$ cat src/rtl/aes_round_ctrl_if.sv
// Control bundle between the AES round sequencer (master) and the requester/round datapath (slave).
interface aes_round_ctrl_if #(
    parameter int CNT_W = 4
);
    logic             start_valid;
    logic             start_ready;
    logic             data_capture;
    logic             abort;
    logic             state_load;
    logic             sel_init;
    logic             mix_en;
    logic             key_step;
    logic [CNT_W-1:0] round_idx;
    logic [7:0]       rcon;
    logic             out_valid;
    logic             out_ready;
    logic             busy;

    modport master (
        input  start_valid, abort, out_ready,
        output start_ready, data_capture, state_load, sel_init, mix_en,
               key_step, round_idx, rcon, out_valid, busy
    );

    modport slave (
        output start_valid, abort, out_ready,
        input  start_ready, data_capture, state_load, sel_init, mix_en,
               key_step, round_idx, rcon, out_valid, busy
    );
endinterface

$ cat src/rtl/aes_round_ctrl.sv
// Iterative AES-128 round sequencer; ciphertext valid NUM_ROUNDS+1 edges after accept.
// Backpressure: result held in DONE until out_ready; no new block accepted until then.
module aes_round_ctrl #(
    parameter int NUM_ROUNDS = 10,
    parameter int CNT_W      = 4
) (
    input  logic              clk,
    input  logic              rst,
    aes_round_ctrl_if.master  bus
);
    typedef enum logic [2:0] {IDLE, INIT, ROUND, FINAL, DONE} state_t;

    localparam logic [CNT_W-1:0] LAST_MIX = CNT_W'(NUM_ROUNDS - 1);

    state_t           st, st_n;
    logic [CNT_W-1:0] cnt, cnt_n;
    logic [7:0]       rcon_q, rcon_n;

    function automatic logic [7:0] xtime(input logic [7:0] b);
        return {b[6:0], 1'b0} ^ (b[7] ? 8'h1b : 8'h00);
    endfunction

    // Acceptance is the only combinational path; it must vanish the instant rst rises.
    assign bus.start_ready  = ~rst & (st == IDLE) & ~bus.abort;
    assign bus.data_capture = bus.start_valid & bus.start_ready;
    assign bus.round_idx    = cnt;
    assign bus.rcon         = rcon_q;

    always_comb begin
        st_n   = st;
        cnt_n  = cnt;
        rcon_n = rcon_q;
        if (bus.abort) begin
            st_n   = IDLE;
            cnt_n  = '0;
            rcon_n = 8'h00;
        end else begin
            case (st)
                IDLE: begin
                    if (bus.data_capture) st_n = INIT;
                end
                INIT: begin
                    st_n   = ROUND;
                    cnt_n  = CNT_W'(1);
                    rcon_n = 8'h01;
                end
                ROUND: begin
                    cnt_n  = cnt + CNT_W'(1);
                    rcon_n = xtime(rcon_q);
                    if (cnt == LAST_MIX) st_n = FINAL;
                end
                FINAL: begin
                    st_n   = DONE;
                    rcon_n = 8'h00;
                end
                DONE: begin
                    if (bus.out_ready) begin
                        st_n  = IDLE;
                        cnt_n = '0;
                    end
                end
                default: begin
                    st_n   = IDLE;
                    cnt_n  = '0;
                    rcon_n = 8'h00;
                end
            endcase
        end
    end

    // Control outputs are decoded from the next state so they line up with the state register.
    always_ff @(posedge clk or posedge rst) begin
        if (rst) begin
            st             <= IDLE;
            cnt            <= '0;
            rcon_q         <= 8'h00;
            bus.state_load <= 1'b0;
            bus.sel_init   <= 1'b0;
            bus.mix_en     <= 1'b0;
            bus.key_step   <= 1'b0;
            bus.out_valid  <= 1'b0;
            bus.busy       <= 1'b0;
        end else begin
            st             <= st_n;
            cnt            <= cnt_n;
            rcon_q         <= rcon_n;
            bus.state_load <= (st_n == INIT) || (st_n == ROUND) || (st_n == FINAL);
            bus.sel_init   <= (st_n == INIT);
            bus.mix_en     <= (st_n == ROUND);
            bus.key_step   <= (st_n == ROUND) || (st_n == FINAL);
            bus.out_valid  <= (st_n == DONE);
            bus.busy       <= (st_n != IDLE);
        end
    end
endmodule

$ cat src/flat_wrapper.sv
// flat-port wrapper written by rule: the top's interface ports become plain ports
module aes_round_ctrl_flat 
#(
    parameter int NUM_ROUNDS = 10,
    parameter int CNT_W      = 4
)
  (clk, rst, bus_start_valid, bus_abort, bus_out_ready, bus_start_ready, bus_data_capture, bus_state_load, bus_sel_init, bus_mix_en, bus_key_step, bus_round_idx, bus_rcon, bus_out_valid, bus_busy);
  aes_round_ctrl_if #(.CNT_W(CNT_W)) bus_i ();
  input  logic clk;
  input  logic rst;
  input wire logic [$bits(bus_i.start_valid)-1:0] bus_start_valid;
  input wire logic [$bits(bus_i.abort)-1:0] bus_abort;
  input wire logic [$bits(bus_i.out_ready)-1:0] bus_out_ready;
  output wire logic [$bits(bus_i.start_ready)-1:0] bus_start_ready;
  output wire logic [$bits(bus_i.data_capture)-1:0] bus_data_capture;
  output wire logic [$bits(bus_i.state_load)-1:0] bus_state_load;
  output wire logic [$bits(bus_i.sel_init)-1:0] bus_sel_init;
  output wire logic [$bits(bus_i.mix_en)-1:0] bus_mix_en;
  output wire logic [$bits(bus_i.key_step)-1:0] bus_key_step;
  output wire logic [$bits(bus_i.round_idx)-1:0] bus_round_idx;
  output wire logic [$bits(bus_i.rcon)-1:0] bus_rcon;
  output wire logic [$bits(bus_i.out_valid)-1:0] bus_out_valid;
  output wire logic [$bits(bus_i.busy)-1:0] bus_busy;
  assign bus_i.start_valid = bus_start_valid;
  assign bus_i.abort = bus_abort;
  assign bus_i.out_ready = bus_out_ready;
  assign bus_start_ready = bus_i.start_ready;
  assign bus_data_capture = bus_i.data_capture;
  assign bus_state_load = bus_i.state_load;
  assign bus_sel_init = bus_i.sel_init;
  assign bus_mix_en = bus_i.mix_en;
  assign bus_key_step = bus_i.key_step;
  assign bus_round_idx = bus_i.round_idx;
  assign bus_rcon = bus_i.rcon;
  assign bus_out_valid = bus_i.out_valid;
  assign bus_busy = bus_i.busy;
  aes_round_ctrl #(.NUM_ROUNDS(NUM_ROUNDS), .CNT_W(CNT_W)) u_core (.clk(clk), .rst(rst), .bus(bus_i));
endmodule
$ cat config.mk
export PLATFORM = sky130hd
export DESIGN_NAME = aes_round_ctrl_flat
export DESIGN_NICKNAME = d
export VERILOG_FILES = /design/src/rtl/aes_round_ctrl_if.sv /design/src/rtl/aes_round_ctrl.sv /design/src/flat_wrapper.sv
export SDC_FILE = /design/constraint.sdc
export NUM_CORES = 1
export LEC_CHECK = 0
export CAP_MARGIN = 15
export CORE_MARGIN = 5
export CORE_UTILIZATION = 43
export DETAILED_ROUTE_END_ITERATION = 10
export PLACE_DENSITY_LB_ADDON = 0.15
export SETUP_SLACK_MARGIN = 0.05
export SYNTH_ARGS = -nofsm -noshare
export SYNTH_HDL_FRONTEND = slang
export SYNTH_SLANG_ARGS = --single-unit
$ cat constraint.sdc
create_clock -name clk -period 1.2 [get_ports clk]
set_input_delay 0.24 -clock clk [delete_from_list [all_inputs] [get_ports clk]]
set_output_delay 0.24 -clock clk [all_outputs]
set_load 0.01 [all_outputs]
Yosys cells after proc, flatten, opt, wreduce, memory -nomap -nowiden
Cells that the tools add are included.
{"block": "word_totals", "register_bits": 21, "input_bits": 5, "output_inout_bits": 20, "wordCells": 47}
{"block": "op_classes", "n_addsub": 1, "eq_ne": 12, "n_mux": 11, "bitwise": 6, "n_reduce_logical": 8}
{"operator": "$pmux W8 S3", "count": 1}
{"operator": "$pmux W4 S4", "count": 1}
{"operator": "$pmux W3 S5", "count": 1}
{"operator": "$eq A3 B2 Y1 const B", "count": 4}
{"operator": "$mux W3", "count": 4}
{"operator": "$mux W4", "count": 2}
{"operator": "$mux W8", "count": 1}
{"operator": "$xor A8 B8 Y8", "count": 1}
{"operator": "$eq A3 B1 Y1 const B", "count": 2}
{"operator": "$eq A3 B3 Y1 const B", "count": 2}
{"operator": "$mux W5", "count": 1}
{"operator": "$add A4 B1 Y4 const B", "count": 1}
{"operator": "$eq A4 B4 Y1 const B", "count": 1}
{"operator": "$ne A2 B1 Y1 const B", "count": 2}
{"operator": "$reduce_or A2 Y1", "count": 2}
{"operator": "$and A1 B1 Y1", "count": 3}
{"operator": "$logic_not A3 Y1", "count": 1}
{"operator": "$logic_or A1 B1 Y1", "count": 3}
{"operator": "$ne A3 B3 Y1 const B", "count": 1}
{"operator": "$reduce_bool A3 Y1", "count": 1}
{"operator": "$not A1 Y1", "count": 2}
{"operator": "$reduce_and A2 Y1", "count": 1}

Depth between registers and ports, before layout
{"block": "logic_depth", "depth_word": 10, "depth_mapped": 6}

Worst setup path before layout
Ideal clock, no wire load.
{"block": "synth_path", "path_kind": "register to output", "start": "reg u_core.st[2]", "end": "out bus_data_capture", "arrival_ns": 1.145, "path_slack_ns": -0.185, "stages_incl_launch_ff": 4, "cell_sequence": "dfrtp_1 or2_4 buf_6 nor3_1"}
{"block": "synth_between", "elab_chain_cells": 4}
{"element": "start: declaration", "line": "aes_round_ctrl.sv:15", "text": "state_t st, st_n;"}
{"element": "start signal: assignment", "line": "aes_round_ctrl.sv:84", "text": "st <= st_n;"}
{"element": "$logic_not A3 Y1", "line": "aes_round_ctrl.sv:24", "text": "assign bus.start_ready = ~rst & (st == IDLE) & ~bus.abort;"}
{"element": "$and A1 B1 Y1 (2 in a row)", "line": "aes_round_ctrl.sv:24"}
{"element": "$and A1 B1 Y1", "line": "aes_round_ctrl.sv:25", "text": "assign bus.data_capture = bus.start_valid & bus.start_ready;"}
{"element": "end: declaration", "line": "flat_wrapper.sv:15", "text": "output wire logic [$bits(bus_i.data_capture)-1:0] bus_data_capture;"}
Every way passes these cells.

Worst setup path after layout
{"block": "layout_path", "start": "reg u_core.st[0]", "end": "out bus_data_capture"}
The elaborated chain is that of the path after synthesis.

==> results.py <==
metrics = {
    "route": {
        "drt_iter0_markers": 18,
        "via_count": 1000,
        "first_pass_iters": 4,
        "wl_per_cell_um": 19.1,
        "wl_um": 3500,
        "drc_errors": 0,
        "antenna_left": 0,
        "via_per_inst": 5.46,
    },
    "synthesis": {
        "yosysUniqueCellTypes": 31,
        "synth.top_cell.area_share_pct": 52.0,
        "ys_seq_area_share_pct": 52.0,
        "synthTopCellsByArea": "dfrtp_1 52%, a22o_1 6.9%, a21oi_1 4.5%",
        "synth-seq-cells": 21,
        "syn_avg_cell_area_um2": 11.0,
        "synth_nets": 99,
        "syn_area_um2": 1010,
        "synth_area_leader_cell": "dfrtp_1",
        "synth_cells": 92,
        "yosysWarnings": 0,
    },
    "layout": {
        "ff_latch_area_um2": 526,
        "layout.nets": 163,
        "num-fill-cells": 150,
        "area_delta_synth_final_pct": 65.2,
        "instances_no_fill": 183,
        "n_antenna_cell": 0,
        "drive_gt1_share_pct": 59.4,
        "multi_input_area_um2": 581,
    },
    "die": {
        "die_h_um": 58.5,
        "io_pins": 25,
        "dieArea_um2": 3420,
        "start_util_pct": 45.3,
        "rows": 17,
        "core-area_um2": 2230,
        "die_width_um": 58.5,
    },
    "critical_path": {
        "cp.required_ns": 0.96,
        "crit_buf_inv": 1,
        "end_kind": "output port",
        "slowest_stage": "dfrtp_1",
        "cp_data_arrival_time_ns": 1.31,
        "crit_family": "simple AND/OR/NAND/NOR gates",
        "r2r_slack_ns": -0.19,
        "max_stage_delay_ns": 0.41,
        "cp_max_fo": 3,
        "path_cells": "or2_4 > nor3_4 > buf_2",
        "path_class": "register to output port",
        "startpoint_type": "register",
    },
    "pwr": {
        "power_density_nw_per_um2": 872,
        "power.leakage_uw": 0.000878,
        "power_uw": 1460,
        "ir_drop_mv": 1.01,
    },
    "placed_design": {
        "place_inst": 161,
        "portBuffers": 24,
        "dp.final_hpwl_um": 1810,
        "gp_congestion": 0.764,
    },
    "run_status": {
        "outcome": "complete, but fails checks",
        "violations": "negative setup slack",
    },
    "timing": {
        "drv_slew": 0,
        "relSlewSlack_pct": 86.0,
        "finalHoldViolCount": 0,
        "clock_skew_ns": 0.00162,
        "post-route-period-util_pct": 129,
        "fin_crit_ns": 1.55,
        "setup_tns_ns": -2.26,
        "rsz0062_at_grt": "yes",
        "finalSetupViolCount": 19,
        "setup_ws_ns": -0.353,
        "worst_pin_slew_ns": 0.209,
        "clock.fmax_ghz": 0.644,
    },
    "worst_hold_path": {
        "min_path_type": "input pin to async pin",
    },
    "clocking": {
        "path_clk_slew_ns": 0.12,
        "numCtsBuffers": 3,
        "h-tree-depth": 1,
        "cts_tree": "done",
        "clk_latency_ns": 0.31,
        "cts_root_buffer": "clkbuf_4",
        "ctsHoldBuffers": 0,
        "clkSinkCount": 21,
        "clock_path_buffers": 2,
    },
    "global_route": {
        "grt_usage_pct": 18.7,
        "gr-total-overflow": 0,
        "grt_max_degree": 12,
        "grt_pass1_vias": 1027,
        "grt_pass1_wl_um": 4810,
        "antenna_found_initial": 0,
    },
    "job": {
        "max-cap-violations": 0,
    },
}
[per-stage QoR]
stage / hold WS (ns) / area (µm²) / util (%) / worst slack, ns
finish: 0.394 / 1670 / 74.8 / -0.353
global route: 0.434 / 1670 / 74.8 / -0.401
CTS: 0.385 / 1540 / 68.9 / -0.313
detailed placement: 0.520 / 1440 / 64.4 / -0.712
global placement: 0.515 / 1440 / 64.4 / -0.694
floorplan: 0.217 / 1050 / - / -0.0456
[power breakdown]
group / switching, µW / leakage [µW] / total, µW / internal (µW)
registers: 9.23 / 0.000289 / 736 / 727
clock network: 220 / 0.0000150 / 350 / 130
logic: 194 / 0.000574 / 369 / 175
[synthesized netlist by cell type, drive strengths merged]
| master | n |
|---|---|
| inv | 3 |
| a41oi | 1 |
| nor2b | 3 |
| nand2 | 5 |
| dfrtp | 21 |
| xnor2 | 1 |
| nand2b | 3 |
| o22a | 1 |
| ha | 2 |
| a22o | 8 |
| a32o | 1 |
| a31o | 1 |
| nand3b | 1 |
| o22ai | 1 |
| or2 | 2 |
| nand3 | 1 |
| xor2 | 3 |
| clkbuf | 1 |
| a21oi | 10 |
| o21ai | 2 |
| nor2 | 7 |
| a21o | 3 |
| buf | 5 |
| nor3 | 6 |
[worst paths after layout]
path	to	from	depth (start not counted)
max in group asynchronous	u_core.bus.rcon[2]$_DFFE_PP0P_	rst	4
min in group clk	u_core.bus.rcon[2]$_DFFE_PP0P_	u_core.bus.rcon[2]$_DFFE_PP0P_	2
hold reg to reg	u_core.bus.rcon[2]$_DFFE_PP0P_	u_core.bus.rcon[2]$_DFFE_PP0P_	2
setup / recovery	bus_data_capture	u_core.st[0]$_DFF_PP0_	3
hold / removal	u_core.st[0]$_DFF_PP0_	rst	4
setup reg to reg	u_core.bus.round_idx[2]$_DFFE_PP0P_	u_core.st[2]$_DFF_PP0_	5
[routing by layer]
layer,global-route usage [%],up-vias,share of wire [%]
li1,-,454,-
met1,23.1,504,40
met2,31.7,36,54
met3,3.73,6,4.5
met4,7.95,0,1.7
met5,0,-,0
[worst reg2reg max path, cell delays in order (launching register included)]
cell,delay (ns)
dfrtp_1,0.40
or2_4,0.27
buf_4,0.16
buf_12,0.15
nor2_4,0.18
a32o_1,0.20
[final cells by class]
class,count,area share [%]
tap,28,2.10
clock buffer,4,1.57
inverter,3,0.674
sequential,21,31.5
timing repair buffer,64,29.4
multi-input combinational,63,34.8
[layout by cell type, fill, tap and decap left out, types with 2 or more instances in the layout]
cell / instances
buf_6: 11
inv_1: 3
or2_4: 2
dfrtp_1: 21
clkdlybuf4s50_1: 4
clkbuf_4: 3
a21oi_2: 8
nand2_1: 3
buf_2: 21
ha_1: 2
nand2b_4: 2
a21o_1: 3
nor2_1: 3
xor2_1: 3
nor2b_1: 2
nor3_4: 4
nor2_4: 5
buf_4: 27
a22o_1: 8
[logic make-up (layout without fill, tap and decap cells)]
logic type,count (synthesis),count (layout),share of synthesized area [%]
compound gates,28,28,19.7
simple gates,28,29,16.3
flops,21,21,52.0
buf+inv,9,71,6.06
xor+xnor,4,4,3.47
fa+ha+maj,2,2,2.47
[timing repair]
item                                    in CTS  in global routing
setup buffers                               11                 11
gates resized for setup                    101                 23
cloned                                       1                  0
endpoints found under the setup margin      39                 24
pin swaps                                   12                 19
[flip-flops by register name, summed over array words and instances, names as in the netlist]
signal	flops
u_core.bus.mix_en	1
u_core.bus.out_valid	1
u_core.bus.round_idx	4
u_core.bus.key_step	1
u_core.st	3
u_core.bus.sel_init	1
u_core.bus.rcon	8
u_core.bus.state_load	1
u_core.bus.busy	1
(Power assumes the default switching activity.)
